[config.mk]
export PLATFORM = sky130hd
export DESIGN_NAME = multi_timer
export DESIGN_NICKNAME = d
export VERILOG_FILES = /design/src/rtl/multi_timer_pkg.sv /design/src/rtl/timer_channel.sv /design/src/rtl/multi_timer.sv
export SDC_FILE = /design/constraint.sdc
export NUM_CORES = 1
export LEC_CHECK = 0
export ABC_AREA = 0
export BUFFER_PORTS_ARGS = -buffer_cell sky130_fd_sc_hd__buf_2
export CORE_MARGIN = 5
export CORE_UTILIZATION = 50
export DETAILED_ROUTE_END_ITERATION = 16
export GPL_TIMING_DRIVEN = 0
export HOLD_SLACK_MARGIN = 0.03
export PLACE_DENSITY = 0.82
export SYNTH_ARGS = -nofsm -noshare
export SYNTH_HDL_FRONTEND = slang
export SYNTH_SLANG_ARGS = --single-unit
export TNS_END_PERCENT = 30
[constraint.sdc]
create_clock -name clk -period 8.7 [get_ports clk]
set_input_delay 1.305 -clock clk [delete_from_list [all_inputs] [get_ports clk]]
set_output_delay 1.305 -clock clk [all_outputs]
set_load 0.02 [all_outputs]
[src/rtl/multi_timer_pkg.sv]
// multi_timer_pkg: shared channel state encoding and mode constants.
package multi_timer_pkg;
  typedef enum logic {ST_IDLE = 1'b0, ST_RUN = 1'b1} state_e;
  localparam logic MODE_PERIODIC = 1'b0;
  localparam logic MODE_ONESHOT  = 1'b1;
endpackage

[src/rtl/timer_channel.sv]
// timer_channel: one interval timer counting shared strobes, periodic or one-shot.
module timer_channel
  import multi_timer_pkg::*;
#(
  parameter int WIDTH = 32
) (
  input  logic             clk,
  input  logic             reset,
  input  logic             strobe_i,
  input  logic             start_i,
  input  logic             stop_i,
  input  logic             oneshot_i,
  input  logic [WIDTH-1:0] interval_i,
  output logic             tick_o,
  output logic             busy_o,
  output logic [WIDTH-1:0] count_o
);
  state_e           state_q;
  logic [WIDTH-1:0] cnt_q;
  logic [WIDTH-1:0] ivl_q;
  logic             mode_q;
  logic             tick_q;
  // stop outranks start and the terminal strobe; the counter is held on stop
  always_ff @(posedge clk or posedge reset) begin
    if (reset) begin
      state_q <= ST_IDLE;
      cnt_q   <= '0;
      ivl_q   <= '0;
      mode_q  <= MODE_PERIODIC;
      tick_q  <= 1'b0;
    end else begin
      tick_q <= 1'b0;
      if (stop_i) begin
        state_q <= ST_IDLE;
      end else if (start_i) begin
        ivl_q   <= interval_i;
        mode_q  <= oneshot_i;
        cnt_q   <= '0;
        state_q <= ST_RUN;
      end else if (state_q == ST_RUN && strobe_i) begin
        if (cnt_q == ivl_q) begin
          tick_q <= 1'b1;
          cnt_q  <= '0;
          if (mode_q == MODE_ONESHOT) state_q <= ST_IDLE;
        end else begin
          cnt_q <= cnt_q + WIDTH'(1);
        end
      end
    end
  end
  assign tick_o  = tick_q;
  assign busy_o  = (state_q == ST_RUN);
  assign count_o = cnt_q;
endmodule

[src/rtl/multi_timer.sv]
// multi_timer: shared prescaler strobe driving NCH independent timer channels.
module multi_timer
  import multi_timer_pkg::*;
#(
  parameter int NCH   = 4,
  parameter int WIDTH = 32,
  parameter int PRE_W = 16
) (
  input  logic               clk,
  input  logic               reset,
  input  logic [PRE_W-1:0]   prescale,
  input  logic [NCH-1:0]     start,
  input  logic [NCH-1:0]     stop,
  input  logic [NCH-1:0]     oneshot,
  input  logic [NCH*WIDTH-1:0] interval,
  output logic [NCH-1:0]     tick,
  output logic [NCH-1:0]     busy,
  output logic [NCH*WIDTH-1:0] count
);
  logic [PRE_W-1:0] pre_cnt_q;
  logic [PRE_W-1:0] pre_cnt_d;
  logic             strobe;
  // >= rather than == so a prescale drop below pre_cnt wraps at once
  always_comb begin
    strobe    = (pre_cnt_q >= prescale);
    pre_cnt_d = strobe ? '0 : pre_cnt_q + PRE_W'(1);
  end
  always_ff @(posedge clk or posedge reset) begin
    if (reset) pre_cnt_q <= '0;
    else       pre_cnt_q <= pre_cnt_d;
  end
  genvar i;
  generate
    for (i = 0; i < NCH; i++) begin : g_ch
      timer_channel #(.WIDTH(WIDTH)) u_ch (
        .clk       (clk),
        .reset     (reset),
        .strobe_i  (strobe),
        .start_i   (start[i]),
        .stop_i    (stop[i]),
        .oneshot_i (oneshot[i]),
        .interval_i(interval[i*WIDTH +: WIDTH]),
        .tick_o    (tick[i]),
        .busy_o    (busy[i]),
        .count_o   (count[i*WIDTH +: WIDTH])
      );
    end
  endgenerate
endmodule

==> results of run 1 <==
==> worst max-delay path, stage by stage <==
cell and delay [ps]:
buf_2 80, inv_1 50, ha_1 310, and4_1 220, nor3b_4 490, a21oi_2 260, nor3_2 620, clkbuf_1 470
o21ai_0 180, a31oi_1 200
==> cells by family after synthesis <==
family / synth area share
flops: 0.479
compound gates: 0.126
buf+inv: 0.0365
mux: 0.101
fa+ha+maj: 0.0177
xor+xnor: 0.0886
simple gates: 0.151
==> registers in the layout, summed over array words and instances, names as in the netlist <==
signal             count
g_ch.u_ch.count_o    128
g_ch.u_ch.ivl_q      128
pre_cnt_q             16
g_ch.u_ch.busy_o       4
g_ch.u_ch.mode_q       4
g_ch.u_ch.tick_o       4
==> Yosys cell counts, types with 36 or more instances <==
| master | n |
|---|---|
| dfrtp_1 | 284 |
| xor2_1 | 143 |
| mux2_2 | 133 |
| o21ai_0 | 133 |
| nor2_1 | 94 |
| nand2_1 | 84 |
| nand3_1 | 64 |
| o31ai_1 | 53 |
| clkbuf_1 | 47 |
| inv_1 | 43 |
| nor4_1 | 38 |
| a21oi_1 | 36 |
==> worst max path at each step <==
stage,from,endpoint,cells past startpoint
2_1_floorplan,reset,g_ch[0].u_ch.busy_o$_DFFE_PP0P_,1
3_3_place_gp,reset,g_ch[2].u_ch.count_o[15]$_DFFE_PP0P_,2
3_5_place_dp,prescale[0],g_ch[1].u_ch.count_o[10]$_DFFE_PP0P_,10
4_1_cts,prescale[0],g_ch[1].u_ch.count_o[18]$_DFFE_PP0P_,10
5_1_grt,prescale[14],g_ch[2].u_ch.count_o[21]$_DFFE_PP0P_,10
6_report,prescale[14],g_ch[2].u_ch.count_o[23]$_DFFE_PP0P_,10
==> cell type report <==
type	instances	area, um^2
Fill cell	2445	11500
Multi-Input combinational cell	1036	7170
Sequential cell	284	7110
Timing Repair Buffer	300	1610
Clock buffer	47	906
Tap cell	390	488
Buffer	84	379
Inverter	43	165
Clock inverter	10	160
Antenna cell	1	2.50
==> power groups by stage <==
stage	clock network, W	registers, W	logic, W
6_report	0.00138	0.00156	0.000481
5_1_grt	0.00146	0.00157	0.000536
4_1_cts	0.00140	0.00155	0.000486
3_5_place_dp	0	0.00158	0.000481
3_3_place_gp	0	0.00157	0.000452
2_1_floorplan	0	0.00155	0.000317
==> metrics by stage <==
stage                     total power [W]  setup WS [ps]  utilization  instances
final                             0.00342           5000        0.610       2195
after global routing              0.00356           4820        0.610       2195
after CTS                         0.00344           4990        0.610       2194
after detailed placement          0.00206           4430        0.574       2137
after global placement            0.00202           1970        0.569       2130
after floorplan                   0.00187           3630            -       1447
==> routing by layer <==
metal,track usage,vias up,part of all wire
li1,-,5876,-
met1,0.344,6302,0.40
met2,0.434,654,0.49
met3,0.0405,91,0.084
met4,0.0724,2,0.027
met5,0,-,0.00030
==> impl_results.rst, run 1 <==
.. list-table::
   :header-rows: 1

   * - Metric
     - Value
   * - Yosys synthesis warning count
     - 0
   * - Number of cells produced by synthesis
     - 1447
   * - Drt first pass iters
     - 6
   * - Clock transition at the register clock pins on the worst setup and hold paths after CTS
     - 60 ps
   * - Max-capacitance violation count
     - 0
   * - Detail Route Antenna Nets
     - 0
   * - Via/cell ratio
     - 5.89
   * - IO Port Bufs
     - 293
   * - Period Utilization, post-route
     - 0.425
   * - Number of synthesized flops with an enable pin
     - 0
   * - HPWL reported at the end of detailed placement
     - 32600 um
   * - FFs w/ async S/R, synth
     - 1.00
   * - RSZ-0062 raised after global routing
     - false
   * - Fin Setup TNS
     - 0 ps
   * - Worst hold slack
     - 508 ps
   * - Cts bufs inserted
     - 31
   * - Top-level I/O count
     - 294
   * - Worst setup path class
     - in -> reg
   * - Height of the die
     - 182 um
   * - Most common cell after layout, fill and taps aside
     - buf_2
   * - Number of cells on the worst reg-to-reg path
     - 10
   * - Post-cts gate resize count
     - 0
   * - Die boundary width
     - 182 um
   * - Relative area change from synthesis to final layout
     - 21.4%
   * - Worst voltage drop across the vdd grid
     - 0.000178 V
   * - Library cells used by synthesis
     - 57
   * - Largest area contributor in the netlist
     - dfrtp_1
   * - Root Buffer Master
     - clkbuf_16
   * - Reg power frac
     - 0.455
   * - Fraction of layout instances using a drive strength above 1
     - 0.295
   * - Total count of hold-check failures in the final report
     - 0
   * - Number of slew-limit violations in the final report
     - 0
   * - Final setup vio count
     - 0
   * - Initial Util
     - 0.503
   * - Portion of total power attributed to combinational logic
     - 0.141
   * - Summed area of non-filler cells in the final layout
     - 18000 um^2
   * - Syn Std Cell Area
     - 14800 um^2
   * - Final weighted congestion in routability-driven placement
     - 0.940
   * - Routed wire length per instance
     - 20.0 um
   * - Worst R2R Start
     - pre_cnt_q[0]$_DFF_PP0_
   * - Ranking of synthesized cells by area
     - dfrtp_1, mux2_2, xor2_1
   * - Post-route DRC
     - 0
   * - Average footprint of a synthesized cell
     - 10.2 um^2
   * - GRT overflow
     - 0
   * - Main synth FF type
     - dfrtp_1
   * - Result of the run
     - finished, final reports clean
   * - Instance area at placement
     - 16900 um^2
   * - Largest net degree at the start of global routing
     - 45
   * - Number of synthesized register bits
     - 284
   * - Depth of the worst hold-timing path
     - 1
   * - Net count after synthesis
     - 1626
   * - Clock latency on the worst-skew pair
     - 560 ps
   * - Total power density per cell area
     - 190 nW/um^2
   * - Max FO, Critical Path
     - 10
   * - Required time at the endpoint of the critical path
     - 9180 ps
   * - Switching Share
     - 0.269
   * - Number of antenna violations at the first check in global routing
     - 2
   * - DRC violation total after the first TritonRoute iteration
     - 1338
   * - Global-route wire length before repair
     - 69400 um
   * - Headroom to the max-slew limit
     - 0.494
   * - Vias in the first global route
     - 12777
   * - Sequential cell area fraction in the yosys report
     - 0.479
   * - Total wire length after detailed routing
     - 43900 um
   * - GRT Total Usage
     - 0.256
   * - Cell-internal power
     - 0.00250 W
   * - Critical path launch point type
     - primary input
   * - Core Rows
     - 63
   * - TritonCTS clock tree
     - done
   * - Number of H-tree levels
     - 1
   * - Critical path data arrival time
     - 4180 ps
   * - Placeable core area
     - 29500 um^2
   * - Final critical path time including I/O delays and setup
     - 3700 ps
   * - Transition time of the tightest slew-check pin
     - 757 ps
   * - Net Sw Power
     - 0.000918 W
   * - Leakage power
     - 8.55 nW
   * - Max Freq
     - 270 MHz
   * - Clk buf depth
     - 3
   * - Most used cells in the layout excluding fill and tap cells
     - buf_2, dfrtp_1, xor2_1
   * - RR Endpoint
     - g_ch[1].u_ch.count_o[18]$_DFFE_PP0P_
   * - Total number of clock tree sinks
     - 284
   * - Post-synth top area share
     - 0.479
   * - Start point of the worst hold path
     - g_ch[1].u_ch.mode_q$_DFFE_PP0P_
   * - Hold buffer count at cts
     - 0
   * - Setup slack on the worst flop-to-flop path
     - 5400 ps
   * - Post-CTS setup buffer count
     - 0
   * - HP Class
     - reg -> reg
   * - Relative contribution of the clock network to total power
     - 0.404
   * - Worst hold path endpoint
     - g_ch[1].u_ch.mode_q$_DFFE_PP0P_
   * - Nets
     - 1959
   * - Endpoint type of the worst setup path
     - flop
   * - Total Die Area
     - 33200 um^2
   * - Number of vias in the routed layout
     - 12925
   * - Clock skew after layout
     - 12.3 ps
Power figures use the tool's default switching activity.
==> inputs of run 2 (changes only) <==
==> constraint.sdc (replaced) <==
create_clock -name clk -period 3.2 [get_ports clk]
set_input_delay 0.48 -clock clk [delete_from_list [all_inputs] [get_ports clk]]
set_output_delay 0.48 -clock clk [all_outputs]
set_load 0.02 [all_outputs]
==> run 2 against run 1 <==
Register-to-register slack worse by 5200 ps. Via count down 0.51%. First-iteration DRC count down 5.1%. Worst setup slack worse by 4800 ps. Power rose to 2.7 times the previous value. Critical path type is now reg -> reg. Core utilization up 0.28 points.
==> impl_results.rst, run 2 (synthesized netlist as in run 1, its figures left out) <==
.. list-table::
   :header-rows: 1

   * - Metric
     - Value
   * - Number of vias in the routed layout
     - 12859
   * - Number of H-tree levels
     - 1
   * - GRT overflow
     - 0
   * - HPWL reported at the end of detailed placement
     - 32600 um
   * - Clk buf depth
     - 3
   * - Clock transition at the register clock pins on the worst setup and hold paths after CTS
     - 60 ps
   * - Largest net degree at the start of global routing
     - 45
   * - Total power density per cell area
     - 516 nW/um^2
   * - TritonCTS clock tree
     - done
   * - Number of cells on the worst reg-to-reg path
     - 8
   * - Final weighted congestion in routability-driven placement
     - 0.940
   * - Clock skew after layout
     - 11.2 ps
   * - Layout Utilization
     - 0.613
   * - Relative area change from synthesis to final layout
     - 21.9%
   * - HP Class
     - in -> async
   * - Number of slew-limit violations in the final report
     - 0
   * - Result of the run
     - finished, final reports clean
   * - Overall power after layout
     - 0.00933 W
   * - GRT Total Usage
     - 0.256
   * - Total wire length after detailed routing
     - 43900 um
   * - Root Buffer Master
     - clkbuf_16
   * - Post-Layout Cell Count
     - 2198
   * - Via/cell ratio
     - 5.85
   * - DRC violation total after the first TritonRoute iteration
     - 1270
   * - Period Utilization, post-route
     - 0.945
   * - Most common cell after layout, fill and taps aside
     - buf_2
   * - Critical path launch point type
     - flop
   * - Headroom to the max-slew limit
     - 0.502
   * - Number of antenna violations at the first check in global routing
     - 2
   * - Cts bufs inserted
     - 31
   * - Routed wire length per instance
     - 20.0 um
   * - Total count of hold-check failures in the final report
     - 0
   * - IO Port Bufs
     - 293
   * - Total number of clock tree sinks
     - 284
   * - Endpoint type of the worst setup path
     - flop
   * - Worst setup path class
     - reg -> reg
   * - Instance area at placement
     - 16900 um^2
   * - Total Die Area
     - 33200 um^2
   * - Critical path data arrival time
     - 3450 ps
   * - Summed area of non-filler cells in the final layout
     - 18100 um^2
   * - Clock latency on the worst-skew pair
     - 560 ps
   * - Vias in the first global route
     - 12781
   * - Fraction of layout instances using a drive strength above 1
     - 0.303
   * - Post-route DRC
     - 0
   * - Core Rows
     - 63
   * - Top-level I/O count
     - 294
   * - Max-capacitance violation count
     - 0
   * - Detail Route Antenna Nets
     - 0
   * - Worst hold slack
     - 46.7 ps
   * - Hold buffer count at cts
     - 0
   * - Max Freq
     - 331 MHz
   * - Most used cells in the layout excluding fill and tap cells
     - buf_2, dfrtp_1, xor2_1
   * - Final setup vio count
     - 0
   * - Initial Util
     - 0.503
   * - Leakage power
     - 8.61 nW
   * - Transition time of the tightest slew-check pin
     - 747 ps
   * - Worst voltage drop across the vdd grid
     - 0.000481 V
   * - Final critical path time including I/O delays and setup
     - 3020 ps
   * - Count of placed standard cells including taps
     - 2137
   * - Placeable core area
     - 29500 um^2
   * - Global-route wire length before repair
     - 69400 um
   * - RSZ-0062 raised after global routing
     - false
   * - Die boundary width
     - 182 um
   * - Height of the die
     - 182 um
   * - Drt first pass iters
     - 5
   * - Required time at the endpoint of the critical path
     - 3630 ps
   * - Nets
     - 1962
   * - Max FO, Critical Path
     - 10
==> run 2: cell types whose count changed in the layout (fill, tap and decap cells not counted), moves of 2 or more <==
cell      before  now
buf_4          8   11
o21bai_2       0    2
o21bai_1       4    2
clkbuf_1      56   49
clkbuf_2       1    7
==> run 2: power breakdown <==
part           internal [W]  switching (W)
Clock               0.00227        0.00149
Sequential          0.00392       0.000308
Combinational      0.000630       0.000711
==> run 2: final timing paths <==
kind	startpoint	to	slack, ps
setup / recovery	g_ch[1].u_ch.count_o[29]$_DFFE_PP0P_	g_ch[1].u_ch.count_o[8]$_DFFE_PP0P_	180
setup reg to reg	g_ch[1].u_ch.count_o[29]$_DFFE_PP0P_	g_ch[1].u_ch.count_o[8]$_DFFE_PP0P_	180
hold / removal	reset	g_ch[3].u_ch.ivl_q[1]$_DFFE_PP0P_	50
min in group clk	interval[117]	g_ch[3].u_ch.ivl_q[21]$_DFFE_PP0P_	150
hold reg to reg	g_ch[1].u_ch.mode_q$_DFFE_PP0P_	g_ch[1].u_ch.mode_q$_DFFE_PP0P_	510
max in group asynchronous	reset	g_ch[2].u_ch.ivl_q[26]$_DFFE_PP0P_	1990
==> run 2: per-stage QoR <==
| step | worst slack [ps] | TNS, ps |
|---|---|---|
| 2_1_floorplan | -1040 | -296290 |
| 3_3_place_gp | -2700 | -764930 |
| 3_5_place_dp | -243 | -11840 |
| 4_1_cts | -2.98 | -2.98 |
| 5_1_grt | 48.2 | 0 |
| 6_report | 176 | 0 |
==> run 2: final cells by class <==
class | instances | area [um^2]
multi-input cells | 1036 | 7210
repair buffers | 304 | 1650
diodes | 1 | 2.50
plain buffers | 83 | 383
clock buffers | 47 | 906
clock inverters | 10 | 160
flip-flops and latches | 284 | 7110
well taps | 390 | 488
inverters | 43 | 165
fillers | 2447 | 11400
==> run 2: per-layer routing <==
metal,share of wire,wire [um],vias up,GRT usage
met5,0.00030,13,-,0
met4,0.027,1190,2,0.0724
met3,0.082,3620,85,0.0405
met2,0.49,21600,607,0.434
met1,0.40,17500,6278,0.344
li1,-,-,5887,-
==> run 2: timing repair <==
item,CTS,global route
gates resized for setup,4,13
pin swaps,0,1
setup buffers,0,4
setup endpoints to repair,50,115
==> run 2: worst max-delay path, stage by stage, from the launching register on <==
cell and delay (ps):
dfrtp_1 460, xor2_1 200, nor4_1 620, nand4_1 230, o21bai_1 530, clkbuf_1 480
nor2_1 100, o21ai_0 170, o31ai_1 100
